**config.mk**
```make
export PLATFORM = sky130hd
export DESIGN_NAME = ofm_wr_sched
export DESIGN_NICKNAME = d
export VERILOG_FILES = /design/src/rtl/ofm_wr_sched.sv
export SDC_FILE = /design/constraint.sdc
export NUM_CORES = 1
export LEC_CHECK = 0
export ABC_AREA = 1
export BUFFER_PORTS_ARGS = -buffer_cell sky130_fd_sc_hd__buf_2
export CORE_MARGIN = 5
export CORE_UTILIZATION = 30
export DETAILED_ROUTE_END_ITERATION = 6
export PLACE_DENSITY_LB_ADDON = 0.2
export SYNTH_ARGS = -nofsm -noshare
export SYNTH_HDL_FRONTEND = slang
export SYNTH_SLANG_ARGS = --single-unit
export TNS_END_PERCENT = 10
```
**constraint.sdc**
```tcl
create_clock -name clk -period 3.6 [get_ports clk]
set_input_delay 0.36 -clock clk [delete_from_list [all_inputs] [get_ports clk]]
set_output_delay 0.36 -clock clk [all_outputs]
set_load 0.01 [all_outputs]
```
**src/rtl/ofm_wr_sched.sv**
```systemverilog
// OFM write-burst scheduler: splits one layer write job into bursts
// that never cross a 4 KB page, gated on output FIFO fill level.
module ofm_wr_sched #(
   parameter int DATA_WIDTH      = 512,
   parameter int BURST_LENGTH    = 64,
   parameter int FIFO_ADDR_WIDTH = 7
) (
   input  logic                     clk,
   input  logic                     rst_n,
   input  logic                     op_start,
   input  logic [63:0]              wmst_offset,
   input  logic [31:0]              ofm_size,
   input  logic [FIFO_ADDR_WIDTH:0] fifo_data_cnt,
   input  logic                     end_conv,
   output logic                     wmst_req,
   output logic [63:0]              wmst_addr,
   output logic [63:0]              wmst_xfer_size,
   input  logic                     wmst_done,
   output logic                     busy,
   output logic                     job_done,
   output logic                     write_buffer_wait
);
   localparam int          BEAT_B  = DATA_WIDTH / 8;
   localparam int          BEAT_SH = $clog2(BEAT_B);
   localparam logic [63:0] BEAT_M  = 64'(BEAT_B - 1);
   localparam logic [32:0] BEAT_M33 = 33'(BEAT_B - 1);
   localparam logic [63:0] MAX_B   = 64'(BURST_LENGTH * BEAT_B);
   localparam logic [63:0] PAGE_B  = 64'd4096;

   typedef enum logic [2:0] {
      IDLE, CALC, WAIT_DATA, REQ, WAIT_DONE, FINISH
   } state_t;

   state_t      state_q, state_d;
   logic [63:0] cur_q, cur_d;
   logic [63:0] rem_q, rem_d;
   logic [63:0] addr_q, addr_d;
   logic [63:0] xfer_q, xfer_d;
   logic        end_q, end_d;

   logic [32:0] size_rnd;
   logic [63:0] room;
   logic [63:0] burst;
   logic [63:0] words;
   logic        have_data;

   always_comb begin
      size_rnd = ({1'b0, ofm_size} + BEAT_M33) & ~BEAT_M33;
      room     = PAGE_B - {52'd0, cur_q[11:0]};
      burst    = (rem_q < MAX_B) ? rem_q : MAX_B;
      if (room < burst) burst = room;
      words     = xfer_q >> BEAT_SH;
      have_data = {{(63 - FIFO_ADDR_WIDTH){1'b0}}, fifo_data_cnt} >= words;
   end

   always_comb begin
      state_d = state_q;
      cur_d   = cur_q;
      rem_d   = rem_q;
      addr_d  = addr_q;
      xfer_d  = xfer_q;
      end_d   = end_q;
      unique case (state_q)
         IDLE: begin
            if (op_start) begin
               cur_d   = wmst_offset & ~BEAT_M;
               rem_d   = {31'd0, size_rnd};
               end_d   = end_conv;
               state_d = (size_rnd == 33'd0) ? FINISH : CALC;
            end
         end
         CALC: begin
            addr_d  = cur_q;
            xfer_d  = burst;
            state_d = WAIT_DATA;
         end
         WAIT_DATA: begin
            if (have_data || end_q) state_d = REQ;
         end
         REQ: state_d = WAIT_DONE;
         WAIT_DONE: begin
            if (wmst_done) begin
               cur_d   = cur_q + xfer_q;
               rem_d   = rem_q - xfer_q;
               state_d = (rem_q == xfer_q) ? FINISH : CALC;
            end
         end
         FINISH: begin
            end_d   = 1'b0;
            state_d = IDLE;
         end
         default: state_d = IDLE;
      endcase
      // producer-finished flag is sticky for the rest of the job
      if (end_conv && state_q != IDLE && state_q != FINISH) end_d = 1'b1;
   end

   always_ff @(posedge clk or negedge rst_n) begin
      if (!rst_n) begin
         state_q <= IDLE;
         cur_q   <= '0;
         rem_q   <= '0;
         addr_q  <= '0;
         xfer_q  <= '0;
         end_q   <= 1'b0;
      end else begin
         state_q <= state_d;
         cur_q   <= cur_d;
         rem_q   <= rem_d;
         addr_q  <= addr_d;
         xfer_q  <= xfer_d;
         end_q   <= end_d;
      end
   end

   assign wmst_req          = (state_q == REQ);
   assign wmst_addr         = addr_q;
   assign wmst_xfer_size    = xfer_q;
   assign job_done          = (state_q == FINISH);
   assign busy              = state_q inside {CALC, WAIT_DATA, REQ, WAIT_DONE};
   assign write_buffer_wait = busy;

endmodule
```
==> results of run 1 <==
## layout make-up
class                   count  area, um2  share of cell area (%)
diodes                      1      2.502                 0.01016
inverters                 470       1770                   7.191
multi-input cells        2365      12510                   50.79
clock inverters            15      152.6                  0.6200
clock buffers              41      873.3                   3.547
repair buffers            282       1634                   6.637
well taps                 940       1176                   4.777
flip-flops and latches    260       6506                   26.43
## power breakdown
part | leakage [nW] | total (mW) | internal (mW) | switching (mW)
logic | 8.80 | 16.3 | 5.25 | 11.0
clock network | 0.505 | 3.23 | 1.85 | 1.38
registers | 3.39 | 4.87 | 3.97 | 0.898
## cell families after synthesis
| group | Yosys count |
|---|---|
| compound gates | 698 |
| xor+xnor | 52 |
| fa+ha+maj | 149 |
| buf+inv | 534 |
| flops | 260 |
| simple gates | 1466 |
## per-layer routing
metal / vias up / global-route usage, % / part of all wire (%)
met5: - / 0 / 0
met4: 0 / 7.779 / 4.0
met3: 145 / 2.869 / 5.7
met2: 613 / 34.27 / 44
met1: 10110 / 29.18 / 46
li1: 10930 / - / -
## synth_stat cells (all sizes together) (2+ instances only)
cell type  number
nand3         162
o211ai         38
xor2           28
and2            2
inv           470
a221oi         12
nand3b         17
a31oi          13
o21ai         283
o2111ai         3
dfrtp         260
a22oi           2
o22ai          11
buf            29
ha            147
nor4           20
a21boi         12
a21oi         249
nor2          367
xnor2          24
nor3           39
or2            14
o221ai          7
nand4          37
a211oi          5
o21a           14
fa              2
clkbuf         35
o21bai         30
a21o           15
nand2         806
## sequential cells by signal (all words and copies together), names as in the netlist
name            count
wmst_addr          64
state_q             3
rem_q              64
wmst_xfer_size     64
cur_q              64
end_q               1
## metrics by stage
step / instance area (um2) / setup slack, ns / hold slack (ns) / total power, mW / util, %
floorplan: 21030 / 0.7427 / 0.06441 / 15.83 / -
global placement: 23410 / 0.3914 / 0.4409 / 20.97 / 33.55
detailed placement: 23410 / 0.3972 / 0.4397 / 20.97 / 33.55
CTS: 24610 / 0.3812 / 0.0004222 / 24.35 / 35.26
global route: 24620 / 0.01312 / 0.02323 / 26.63 / 35.28
finish: 24620 / 0.4468 / 0.03321 / 24.35 / 35.28
## worst paths after layout
path                       cells after the start           start  slack (ns)                 end
max reg2reg                                   21        cur_q[0]        0.45  wmst_xfer_size[11]
max                                           21        cur_q[0]        0.45  wmst_xfer_size[11]
min                                            3  wmst_offset[6]        0.03            cur_q[6]
min in group asynchronous                      2           rst_n        0.36               end_q
max in group asynchronous                      3           rst_n        2.30       wmst_addr[61]
min reg2reg                                    2   wmst_addr[54]        0.47       wmst_addr[54]
## what timing repair did
action                                 CTS  global route
setup endpoints to repair                0            11
hold buffers                            17             0
resized for setup                        0             2
endpoints found under the hold margin   98             0
## critical path, delay by kind of cell, from the launching register on
kind,cells,cell delay [ns]
AND/OR/NAND/NOR,15,1.83
buffers and inverters,4,0.33
adder cells (fa/ha/maj),2,0.48
flip-flops,1,0.40
==> reports/results.tsv, run 1 <==
metric	value	unit
p_leak	12.69	nW
wl_per_cell	18.99	um
chipWidth	274.7	um
crit_fanout	14	
ys_warn_count	0	
clockBufferDepth	3	
gp_congestion	0.9364	
layout_commonest_cell	nand2_1	
worst_slew_pin_slew	1.015	ns
nNetsFinal	3668	
htree_levels	1	
grt_pass1_wl	125.1	mm
syn_area	0.02103	mm2
path_common_cell	nand2_1	
drc_errors	0	
synth_xor_area_share	2.166	%
ys_types	56	
dieArea	0.07548	mm2
start_util	30.13	%
postRouteAntennaNets	0	
cts_num_sinks	260	
synth_top_area_share	30.94	%
mostFrequentLayoutCells	nand2_1 (785), inv_1 (461), nor2_1 (355)	
synth_top_family_by_area	simple AND/OR/NAND/NOR gates	
dp.cells	4300	
layout.cells.non_filler	4374	
area_delta_synth_final	17.10	%
report.final.slew_viol_count	0	
io_buffers	234	
synthSimpleGateAreaFrac	29.27	%
rows	97	
critPathRequiredTime	4.08	ns
crit_type	flop to flop	
viasPerCell	4.983	
io_pins	241	
antenna_found_initial	0	
slew_headroom	32.32	%
cts.clk_slew.worst_paths	0.06	ns
hold_path.class	primary input to flop	
synth_edf_count	0	
first_pass_iters	6	
end_kind	flop	
grt_max_degree	98	
synth_top_cells_by_area	dfrtp_1 (31%), nand2_1 (14%), ha_1 (8.7%)	
drt-total-wl	83.07	mm
synth_compound_area_share	18.94	%
die_h	274.7	um
drt-initial-drc-count	1533	
period_share	87.59	%
status	finished clean	
maxCapViolCount	0	
hpwl	66.90	mm
max_freq	0.3171	GHz
clockRootBuffer	clkbuf_16	
yosys-mux-area-fraction	0	%
ys_seq_elements	260	
finClkSkew	0.01656	ns
nFillCells	7796	
p_per_area	989.1	mW/mm2
finalCriticalPeriod	3.153	ns
hold_viol	0	
core_area	0.06979	mm2
synth-adder-area-share	8.938	%
fin_tns_setup	0	ns
ys_async_sr_fraction	100.0	%
clock_latency	0.60	ns
crit_chain	inv_1, ha_1, nand3_1, nor2_1, nand3_1, nor2_1, nand2_1, nor2_1, inv_1, nor2_1, inv_1, nand2_1, inv_1, ha_1, nand2_1, nor3b_1, nand2_2, nand2_4, nand2_1, nand3_1, nand2_1	
rsz0062_at_grt	no	
yosysTopAreaCell	dfrtp_1	
grt_use_total	21.26	%
synth.avg_cell_area	6.656	um2
vdd_drop_max	0.0005277	V
synthesis.nets	3417	
drive_above_1_share	11.59	%
crit_slowest_cell	dfrtp_1	
synth-main-ff-cell	dfrtp_1	
cp_slowest_stage_delay	0.40	ns
grt_pass1_vias	21460	
setup_violations	0	
crit_arrival	3.64	ns
post_cts_buffers	0	
critPathLaunchType	flop	
numCtsBuffers	31	
grt_remaining_overflow	0	
postSynthCellCount	3159	
cts_tree	yes	
vias	21800	
seq_area_frac_synth	30.94	%
(Power assumes the default switching activity.)
==> run 2: changes to the inputs <==
==> constraint.sdc (replaced) <==
create_clock -name clk -period 3.6 [get_ports clk]
set_input_delay 0.18 -clock clk [delete_from_list [all_inputs] [get_ports clk]]
set_output_delay 0.18 -clock clk [all_outputs]
set_load 0.01 [all_outputs]
==> run 2 against run 1 <==
- register-to-register slack got worse by 0.04 ns
- utilization increased by 0.76 points
- design area rose by 2.1%
- non-clock buffer count is 50 higher
- clock power grew 4%
- worst setup slack worse by 0.036 ns
- wire length up 1.3%
- critical path depth fell by 7
==> reports/results.tsv, run 2 (synthesis results as in run 1) <==
metric	value	unit	change
post_cts_buffers	0		unchanged
rsz0062_at_grt	no		
grt_use_total	21.71	%	+0.45 points
die_h	274.7	um	unchanged
cts.clk_slew.worst_paths	0.06	ns	about the same
vdd_drop_max	0.0004472	V	-15%
start_util	30.13	%	unchanged
clockBufferDepth	3		unchanged
grt_pass1_wl	128.2	mm	+2.5%
chipWidth	274.7	um	unchanged
hold_viol	0		unchanged
report.final.slew_viol_count	0		unchanged
area_delta_synth_final	19.61	%	
crit_arrival	3.67	ns	+0.03 ns
slew_headroom	33.57	%	+1.2 points
status	finished clean		
io_pins	241		unchanged
drt-total-wl	84.15	mm	+1.3%
p_per_area	976.5	mW/mm2	-1.3%
wl_per_cell	19.02	um	+0.15%
grt_remaining_overflow	0		unchanged
final_core_util	36.04	%	+0.76 points
fin_tns_setup	0	ns	unchanged
gp_congestion	0.9428		+0.68%
mostFrequentLayoutCells	nand2_1 (785), inv_1 (461), nor2_1 (355)		
whs	0.03218	ns	-0.001026 ns
clock_latency	0.59	ns	about the same
p_leak	12.92	nW	+1.8%
hold_path.class	primary input to flop		
dp.cells	4301		+0.023%
cts_tree	yes		
max_freq	0.3135	GHz	-1.1%
nNetsFinal	3718		+1.4%
drive_above_1_share	11.42	%	-0.17 points
clockRootBuffer	clkbuf_16		
layout.cells.non_filler	4424		+1.1%
antenna_found_initial	0		unchanged
crit_type	flop to flop		
viasPerCell	5.000		+0.34%
maxCapViolCount	0		unchanged
htree_levels	1		unchanged
grt_pass1_vias	21830		+1.7%
diodes	0		-1
rows	97		unchanged
postRouteAntennaNets	0		unchanged
multi_input_area	0.01250	mm2	about the same
dieArea	0.07548	mm2	unchanged
ff_latch_area	0.006506	mm2	unchanged
layout_commonest_cell	nand2_1		
grt_max_degree	126		+29%
cts_num_sinks	260		unchanged
worst_slew_pin_slew	0.9964	ns	-0.01875 ns
end_kind	flop		
drc_errors	0		unchanged
nFillCells	7621		-2.2%
crit_fanout	13		-1
critPathLaunchType	flop		
critPathRequiredTime	4.08	ns	about the same
first_pass_iters	5		-1
drt-initial-drc-count	1689		+10%
io_buffers	234		unchanged
finClkSkew	0.02573	ns	+0.009175 ns
period_share	88.60	%	+1.0 points
hpwl	67.11	mm	+0.32%
numCtsBuffers	31		unchanged
vias	22120		+1.5%
core_area	0.06979	mm2	unchanged
finalCriticalPeriod	3.189	ns	+0.03626 ns
setup_violations	0		unchanged
## run 2: cell types whose count changed in the layout (fill, tap and decap cells not counted), moves of 2 or more
cell           before  now
clkinv_2            6    9
dlygate4sd3_1      17   66
inv_6               6    3
clkinv_4            1    3
clkbuf_8            6    2
bufinv_16           2    5
## run 2: repair_timing
item                                    in CTS  in global routing
hold buffers                                66                  0
endpoints found under the setup margin       0                  4
endpoints found under the hold margin      137                  0
gates resized for setup                      0                  1
## run 2: layer usage
layer  track usage (%)  up-vias  wire length (um)
met4             5.947        0              2508
li1                  -    11020                 -
met1             30.32    10330             38860
met2             36.00      652             38210
met5                 0        -                 0
met3             2.067      119              4568
## run 2: final timing paths
path,startpoint,end,slack (ns),cells past startpoint
setup / recovery,cur_q[1],wmst_xfer_size[12],0.41,14
hold / removal,ofm_size[21],rem_q[21],0.03,4
setup reg to reg,cur_q[1],wmst_xfer_size[12],0.41,14
hold reg to reg,wmst_addr[48],wmst_addr[48],0.47,2
max in group asynchronous,rst_n,wmst_xfer_size[33],2.56,3
min in group asynchronous,rst_n,end_q,0.20,2
## run 2: final cells by class
cell class,count,area share (%)
multi-input combinational,2365,49.71
clock buffer,38,3.268
clock inverter,19,0.9602
tap,940,4.676
timing repair buffer,332,8.477
inverter,470,7.039
sequential,260,25.87
## run 2: critical path: stages (launching register included)
cell and delay [ns]:
dfrtp_1 0.42, nor3_1 0.40, inv_1 0.11, nor3_1 0.26, nand4_1 0.15, xor2_1 0.29, inv_1 0.08, ha_1 0.32
a21oi_1 0.15, o21ai_0 0.10, a21oi_1 0.28, buf_4 0.27, nand3_1 0.10, nand3_1 0.10, nand2_1 0.05
## run 2: power by group
| part | switching (mW) | total [mW] | internal (mW) |
|---|---|---|---|
| Combinational | 11.0 | 16.3 | 5.28 |
| Clock | 1.37 | 3.36 | 1.98 |
| Sequential | 0.962 | 4.93 | 3.97 |
## run 2: per-stage QoR
stage / worst slack, ns / total power [mW] / cell area, um2
5_1_grt: 0.05354 / 26.91 / 25150
3_5_place_dp: 0.4027 / 21.00 / 23420
2_1_floorplan: 0.7427 / 15.83 / 21030
6_report: 0.4105 / 24.56 / 25150
3_3_place_gp: 0.4235 / 21.01 / 23420
4_1_cts: 0.3771 / 24.56 / 25150
